==> src/rtl/debug_clk_ctrl_pkg.sv <==
// Shared types and parameter defaults for the debug clock controller.
// Holds the run-control FSM encoding used by the top and the bench.
package debug_clk_ctrl_pkg;

    localparam int XLEN_DEF  = 32;
    localparam int NREG_DEF  = 32;
    localparam int DIV_W_DEF = 24;
    localparam int CNT_W_DEF = 32;

    typedef enum logic [1:0] {
        HALT = 2'd0,
        RUN  = 2'd1,
        STEP = 2'd2
    } state_e;

endpackage

==> src/rtl/debug_clk_ctrl_if.sv <==
// Register-file debug read port between the clock controller and the CPU.
// master drives the address, slave returns combinational read data.
interface debug_clk_ctrl_if
    import debug_clk_ctrl_pkg::*;
#(
    parameter int XLEN = XLEN_DEF,
    parameter int AW   = $clog2(NREG_DEF)
);

    logic [AW-1:0]   dbg_addr;
    logic [XLEN-1:0] dbg_data;

    modport master (
        output dbg_addr,
        input  dbg_data
    );

    modport slave (
        input  dbg_addr,
        output dbg_data
    );

endinterface

==> src/rtl/debug_clk_ctrl_tick_divider.sv <==
// Free-running reloadable down-counter producing a one-cycle terminal count.
// A new ratio is only sampled on reload, so mid-period changes never glitch.
module tick_divider
    import debug_clk_ctrl_pkg::*;
#(
    parameter int DIV_W = DIV_W_DEF
) (
    input  logic             clk,
    input  logic             rst,
    input  logic [DIV_W-1:0] div_ratio,
    output logic             tc
);

    logic [DIV_W-1:0] cnt_q;
    logic [DIV_W-1:0] cnt_d;

    // Reset to zero so the first tc lands on the first edge after release.
    assign tc = (cnt_q == '0);

    always_comb begin
        cnt_d = cnt_q - DIV_W'(1);
        if (tc) begin
            cnt_d = div_ratio;
        end
    end

    always_ff @(posedge clk or posedge rst) begin
        if (rst) begin
            cnt_q <= '0;
        end else begin
            cnt_q <= cnt_d;
        end
    end

endmodule

==> src/rtl/debug_clk_ctrl.sv <==
// Run/halt/single-step CPU clock-enable generator with register watch.
// Emits registered cpu_en pulses on divider ticks and mirrors one register.
module debug_clk_ctrl
    import debug_clk_ctrl_pkg::*;
#(
    parameter  int XLEN  = XLEN_DEF,
    parameter  int NREG  = NREG_DEF,
    parameter  int DIV_W = DIV_W_DEF,
    parameter  int CNT_W = CNT_W_DEF,
    localparam int AW    = $clog2(NREG)
) (
    input  logic             clk,
    input  logic             rst,
    input  logic [DIV_W-1:0] div_ratio,
    input  logic             run,
    input  logic             step,
    input  logic [AW-1:0]    watch_sel,
    debug_clk_ctrl_if.master dbg,
    output logic             cpu_en,
    output logic             clk_out,
    output logic [XLEN-1:0]  watch_val,
    output logic [CNT_W-1:0] tick_count,
    output logic             halted
);

    logic tc;

    state_e state_q;
    state_e state_d;

    logic             step_q;
    logic             step_d;
    logic             step_rise;
    logic             cpu_en_q;
    logic             cpu_en_d;
    logic             clk_out_q;
    logic             clk_out_d;
    logic [CNT_W-1:0] tick_count_q;
    logic [CNT_W-1:0] tick_count_d;
    logic             halted_q;
    logic             halted_d;
    logic [AW-1:0]    dbg_addr_q;
    logic [AW-1:0]    dbg_addr_d;
    logic [XLEN-1:0]  watch_val_q;
    logic [XLEN-1:0]  watch_val_d;

    tick_divider #(
        .DIV_W (DIV_W)
    ) u_div (
        .clk       (clk),
        .rst       (rst),
        .div_ratio (div_ratio),
        .tc        (tc)
    );

    assign step_rise = step & ~step_q;

    // cpu_en_d is the pulse that becomes visible one cycle after tc.
    always_comb begin
        state_d  = state_q;
        cpu_en_d = 1'b0;
        unique case (state_q)
            HALT: begin
                if (run) begin
                    state_d = RUN;
                end else if (step_rise) begin
                    state_d = STEP;
                end
            end
            RUN: begin
                if (!run) begin
                    state_d = HALT;
                end else begin
                    cpu_en_d = tc;
                end
            end
            STEP: begin
                if (tc) begin
                    cpu_en_d = 1'b1;
                    state_d  = HALT;
                end
            end
            default: begin
                state_d = HALT;
            end
        endcase
    end

    always_comb begin
        step_d       = step;
        clk_out_d    = clk_out_q ^ cpu_en_d;
        tick_count_d = tick_count_q + CNT_W'(cpu_en_d);
        halted_d     = (state_d == HALT);
        dbg_addr_d   = watch_sel;
        watch_val_d  = dbg.dbg_data;
    end

    always_ff @(posedge clk or posedge rst) begin
        if (rst) begin
            state_q      <= HALT;
            step_q       <= 1'b0;
            cpu_en_q     <= 1'b0;
            clk_out_q    <= 1'b0;
            tick_count_q <= '0;
            halted_q     <= 1'b1;
            dbg_addr_q   <= '0;
            watch_val_q  <= '0;
        end else begin
            state_q      <= state_d;
            step_q       <= step_d;
            cpu_en_q     <= cpu_en_d;
            clk_out_q    <= clk_out_d;
            tick_count_q <= tick_count_d;
            halted_q     <= halted_d;
            dbg_addr_q   <= dbg_addr_d;
            watch_val_q  <= watch_val_d;
        end
    end

    assign dbg.dbg_addr = dbg_addr_q;
    assign cpu_en       = cpu_en_q;
    assign clk_out      = clk_out_q;
    assign tick_count   = tick_count_q;
    assign halted       = halted_q;
    assign watch_val    = watch_val_q;

endmodule

==> src/flat_wrapper.sv <==
// flat-port wrapper written by rule: the top's interface ports become plain ports
module debug_clk_ctrl_flat import debug_clk_ctrl_pkg::*;
#(
    parameter  int XLEN  = XLEN_DEF,
    parameter  int NREG  = NREG_DEF,
    parameter  int DIV_W = DIV_W_DEF,
    parameter  int CNT_W = CNT_W_DEF,
    localparam int AW    = $clog2(NREG)
)
  (clk, rst, div_ratio, run, step, watch_sel, cpu_en, clk_out, watch_val, tick_count, halted, dbg_dbg_addr, dbg_dbg_data);
  debug_clk_ctrl_if #(.XLEN(XLEN), .AW(5)) dbg_i ();
  input  logic clk;
  input  logic rst;
  input  logic [DIV_W-1:0] div_ratio;
  input  logic run;
  input  logic step;
  input  logic [AW-1:0] watch_sel;
  output logic cpu_en;
  output logic clk_out;
  output logic [XLEN-1:0] watch_val;
  output logic [CNT_W-1:0] tick_count;
  output logic halted;
  output wire logic [$bits(dbg_i.dbg_addr)-1:0] dbg_dbg_addr;
  input wire logic [$bits(dbg_i.dbg_data)-1:0] dbg_dbg_data;
  assign dbg_dbg_addr = dbg_i.dbg_addr;
  assign dbg_i.dbg_data = dbg_dbg_data;
  debug_clk_ctrl #(.XLEN(XLEN), .NREG(NREG), .DIV_W(DIV_W), .CNT_W(CNT_W)) u_core (.clk(clk), .rst(rst), .div_ratio(div_ratio), .run(run), .step(step), .watch_sel(watch_sel), .dbg(dbg_i), .cpu_en(cpu_en), .clk_out(clk_out), .watch_val(watch_val), .tick_count(tick_count), .halted(halted));
endmodule
==> config.mk <==
export PLATFORM = sky130hd
export DESIGN_NAME = debug_clk_ctrl_flat
export DESIGN_NICKNAME = d
export VERILOG_FILES = /design/src/rtl/debug_clk_ctrl_pkg.sv /design/src/rtl/debug_clk_ctrl_if.sv /design/src/rtl/debug_clk_ctrl_tick_divider.sv /design/src/rtl/debug_clk_ctrl.sv /design/src/flat_wrapper.sv
export SDC_FILE = /design/constraint.sdc
export NUM_CORES = 1
export LEC_CHECK = 0
export ABC_AREA = 1
export CORE_UTILIZATION = 50
export DETAILED_ROUTE_END_ITERATION = 12
export PLACE_DENSITY_LB_ADDON = 0.2
export SYNTH_ARGS = -nofsm -noshare
export SYNTH_HDL_FRONTEND = slang
export SYNTH_SLANG_ARGS = --single-unit
==> constraint.sdc <==
create_clock -name clk -period 6 [get_ports clk]
set_input_delay 0.6 -clock clk [delete_from_list [all_inputs] [get_ports clk]]
set_output_delay 0.6 -clock clk [all_outputs]
set_load 0.02 [all_outputs]
==> results.toml <==
[cts]
cts_resized = 0
max-clock-path-buffers = 2
postCtsSetupBuffers = 0
root_buffer = "clkbuf_8"
numCtsBuffers = 9
insertion_delay_ns = 0.36
h-tree-depth = 3
holdBufCountCts = 0
cts_num_sinks = 99
cts_tree = "yes"
path_clk_slew_ns = 0.11

[critical_path]
crit_type = "reg -> reg"
r2r_slack_ns = 3.26
cp_cell_sequence = "inv_1 -> ha_1 -> nand2_1 -> inv_1 -> nand3_1 -> nor2_1 -> nand2_1 -> inv_1 -> ha_1 -> ha_1 -> nand3_2 -> nor3_2 -> nand3_2 -> nor2_2 -> nand3_1 -> xor2_1"
critPathTopFamily = "simple AND/OR/NAND/NOR gates"
crit_slowest_cell = "dfrtp_1"
slowest_delay_ns = 0.39
crit_arrival_ns = 2.99
worstPathRequired_ns = 6.25
worst_setup_path_start_kind = "flip-flop"
end_kind = "flip-flop"
path_max_fanout = 5
critPathBufInv = 3

[timing]
setup_viol = 0
setup_ws_ns = 3.259
finalHoldViolCount = 0
period_share_pct = 45.68
tightest_slew_ns = 0.7894
slew_viol_final = 0
fmax_mhz = 364.9
setup_tns_ns = 0
slew_headroom_pct = 47.37
period_needed_ns = 2.741
finalClockSkew_ns = 0.01020
rsz0062_at_grt = "false"

[placement]
portBuffers = 136
gp_congestion = 0.9273
dp_hpwl_microns = 7704
pre_cts_ws_ns = 3.065

[layout]
drive_gt1_share_pct = 9.459
n_antenna_cell = 0
syn2layout_area_growth_pct = 39.06
nNetsFinal = 660

[status]
status = "complete, no violations"

[synthesis]
synth.cell_area_sq_mm = 0.004340
seq_area_frac_synth_pct = 57.11
syn_nets = 514
ys_ff_latch = 99
ys_warn_count = 0
avgSynthCellArea_sq_um = 9.842
synthCells = 441
ys_types = 29

[routing]
drc_errors = 0
drt-vias-per-instance = 4.994
wl_microns = 10070
routedWlPerCell_microns = 14.45
num_vias = 3481
first_pass_iters = 4
ant_nets = 0
initialDrtViolationCount = 129

[min_path]
hold_class = "reg -> reg"

[global_route]
grt_pass1_vias = 3475
grt_overflow = 0
antenna_found_initial = 0
grt_usage_pct = 24.05
grt_pass1_wl_microns = 16280
grt_max_degree = 66

[power_and_ir_drop]
cellLeakagePower_nw = 2.695
power_density_mw_per_mm2 = 234.4
ir_worst_vdd_uv = 179.6

[floorplan]
die_h_microns = 95.17
rows = 33
core_sq_mm = 0.008299
dieArea_sq_mm = 0.009057
die_w_microns = 95.17
start_util_pct = 52.30
ioPinCount = 137

[run]
drv_cap = 0
## final cells by class
type,instances,area (sq um)
clock inverters,7,91.34
repair buffers,137,1369
fillers,639,2263
clock buffers,9,123.9
inverters,51,193.9
well taps,105,131.4
multi-input cells,289,1648
flip-flops and latches,99,2479
## cells by family after synthesis
| group | count (synthesis) | share of synthesized area [%] |
|---|---|---|
| buffers and inverters | 53 | 4.929 |
| XOR/XNOR | 45 | 9.080 |
| AO/OA/AOI/OAI | 18 | 2.248 |
| adder cells (fa/ha/maj) | 8 | 2.306 |
| flip-flops | 99 | 57.11 |
| AND/OR/NAND/NOR | 218 | 24.33 |
## cell usage in the layout (no fill, tap or decap)
cell type        instances
and2_1                   1
xor2_1                  27
nor3b_1                  2
nor2_1                  60
nand3_1                 31
dfstp_2                  1
clkdlybuf4s50_1        136
nor3b_2                  1
nand3b_1                 2
a31oi_1                  2
nor2_4                   5
ha_1                     8
o21ai_1                  3
inv_1                   46
a21oi_1                  3
nor3_2                   5
nand3_2                  4
buf_4                    1
or2_2                    2
clkbuf_8                 9
nand4_1                  6
clkinv_4                 1
nand3_4                  1
inv_4                    1
nor2_2                  12
a21o_1                   2
inv_12                   1
nor3_1                   6
nand2_2                  3
inv_2                    4
dfrtp_1                 98
nand2_1                 77
o21ai_0                  8
clkinv_8                 3
xnor2_1                 18
inv_6                    2
## where the power goes
group	switching (mW)	internal [mW]	total, mW
Clock	0.266	0.171	0.437
Combinational	0.117	0.108	0.225
Sequential	0.0378	0.715	0.753
Total	0.421	0.994	1.41
## final timing paths
kind	cells past startpoint	startpoint	end
worst max-delay path	16	u_core.u_div.cnt_q[0]$_DFF_PP0_	u_core.tick_count[28]$_DFF_PP0_
worst min-delay path	1	u_core.clk_out$_DFF_PP0_	u_core.clk_out$_DFF_PP0_
worst max register to register	16	u_core.u_div.cnt_q[0]$_DFF_PP0_	u_core.tick_count[28]$_DFF_PP0_
worst min register to register	1	u_core.clk_out$_DFF_PP0_	u_core.clk_out$_DFF_PP0_
max in group asynchronous	3	rst	u_core.watch_val[10]$_DFF_PP0_
min in group asynchronous	2	rst	u_core.watch_val[7]$_DFF_PP0_
## worst register-to-register path, stage by stage (launching register included)
cell,delay [ns]
dfrtp_1,0.39
inv_1,0.10
ha_1,0.19
nand2_1,0.16
inv_1,0.15
nand3_1,0.11
nor2_1,0.11
nand2_1,0.10
inv_1,0.11
ha_1,0.17
ha_1,0.19
nand3_2,0.12
nor3_2,0.20
nand3_2,0.12
nor2_2,0.16
nand3_1,0.11
xor2_1,0.15
## stage by stage
step / std cells / hold WS (ns) / instance area [sq um] / util [%] / total power [mW]
3_5_place_dp: 681 / 0.4617 / 5821 / 70.13 / 0.9908
5_1_grt: 697 / 0.4984 / 6036 / 72.73 / 1.488
2_1_floorplan: 441 / 0.4353 / 4340 / - / 0.8821
6_report: 697 / 0.4824 / 6036 / 72.73 / 1.415
3_3_place_gp: 681 / 0.4622 / 5821 / 70.13 / 0.9775
4_1_cts: 697 / 0.4863 / 6036 / 72.73 / 1.434
## flip-flops by register name, summed over array words and instances (netlist names)
register and cells:
u_core.tick_count 32, u_core.clk_out 1, u_core.watch_val 32, u_core.cpu_en 1, u_core.halted 1, u_core.dbg.dbg_addr 5
u_core.u_div.cnt_q 24, u_core.state_q 2, u_core.step_q 1
## cell usage after synthesis
| cell type | instances | area, sq um |
|---|---|---|
| buf_6 | 2 | 22.52 |
| inv_1 | 47 | 176.4 |
| nand2_2 | 3 | 18.77 |
| inv_2 | 4 | 15.01 |
| nand3_1 | 31 | 155.2 |
| and2_1 | 1 | 6.260 |
| nand3b_1 | 2 | 15.01 |
| nor2_2 | 12 | 75.07 |
| nor3b_1 | 2 | 15.01 |
| nand2_1 | 77 | 289.0 |
| o21ai_0 | 8 | 40.04 |
| nor2_4 | 5 | 56.30 |
| nand3_4 | 1 | 17.52 |
| a21o_1 | 2 | 15.01 |
| a31oi_1 | 2 | 12.51 |
| dfrtp_1 | 98 | 2452 |
| or2_2 | 2 | 12.51 |
| nor2_1 | 60 | 225.2 |
| nand3_2 | 4 | 40.04 |
| dfstp_2 | 1 | 26.28 |
| ha_1 | 8 | 100.1 |
| nand4_1 | 6 | 37.54 |
| a21oi_1 | 3 | 15.01 |
| nor3_2 | 5 | 50.05 |
| o21ai_1 | 3 | 15.01 |
| xor2_1 | 27 | 236.5 |
| xnor2_1 | 18 | 157.7 |
| nor3_1 | 6 | 30.03 |
| nor3b_2 | 1 | 12.51 |
## per-layer routing
metal | vias up | track usage (%) | share of wire, %
met4 | 0 | 9.091 | 2.2
met2 | 131 | 40.60 | 50
met3 | 16 | 8.214 | 7.2
li1 | 1672 | - | -
met1 | 1662 | 28.21 | 41
met5 | - | 0 | 0
(Power assumes the default switching activity.)
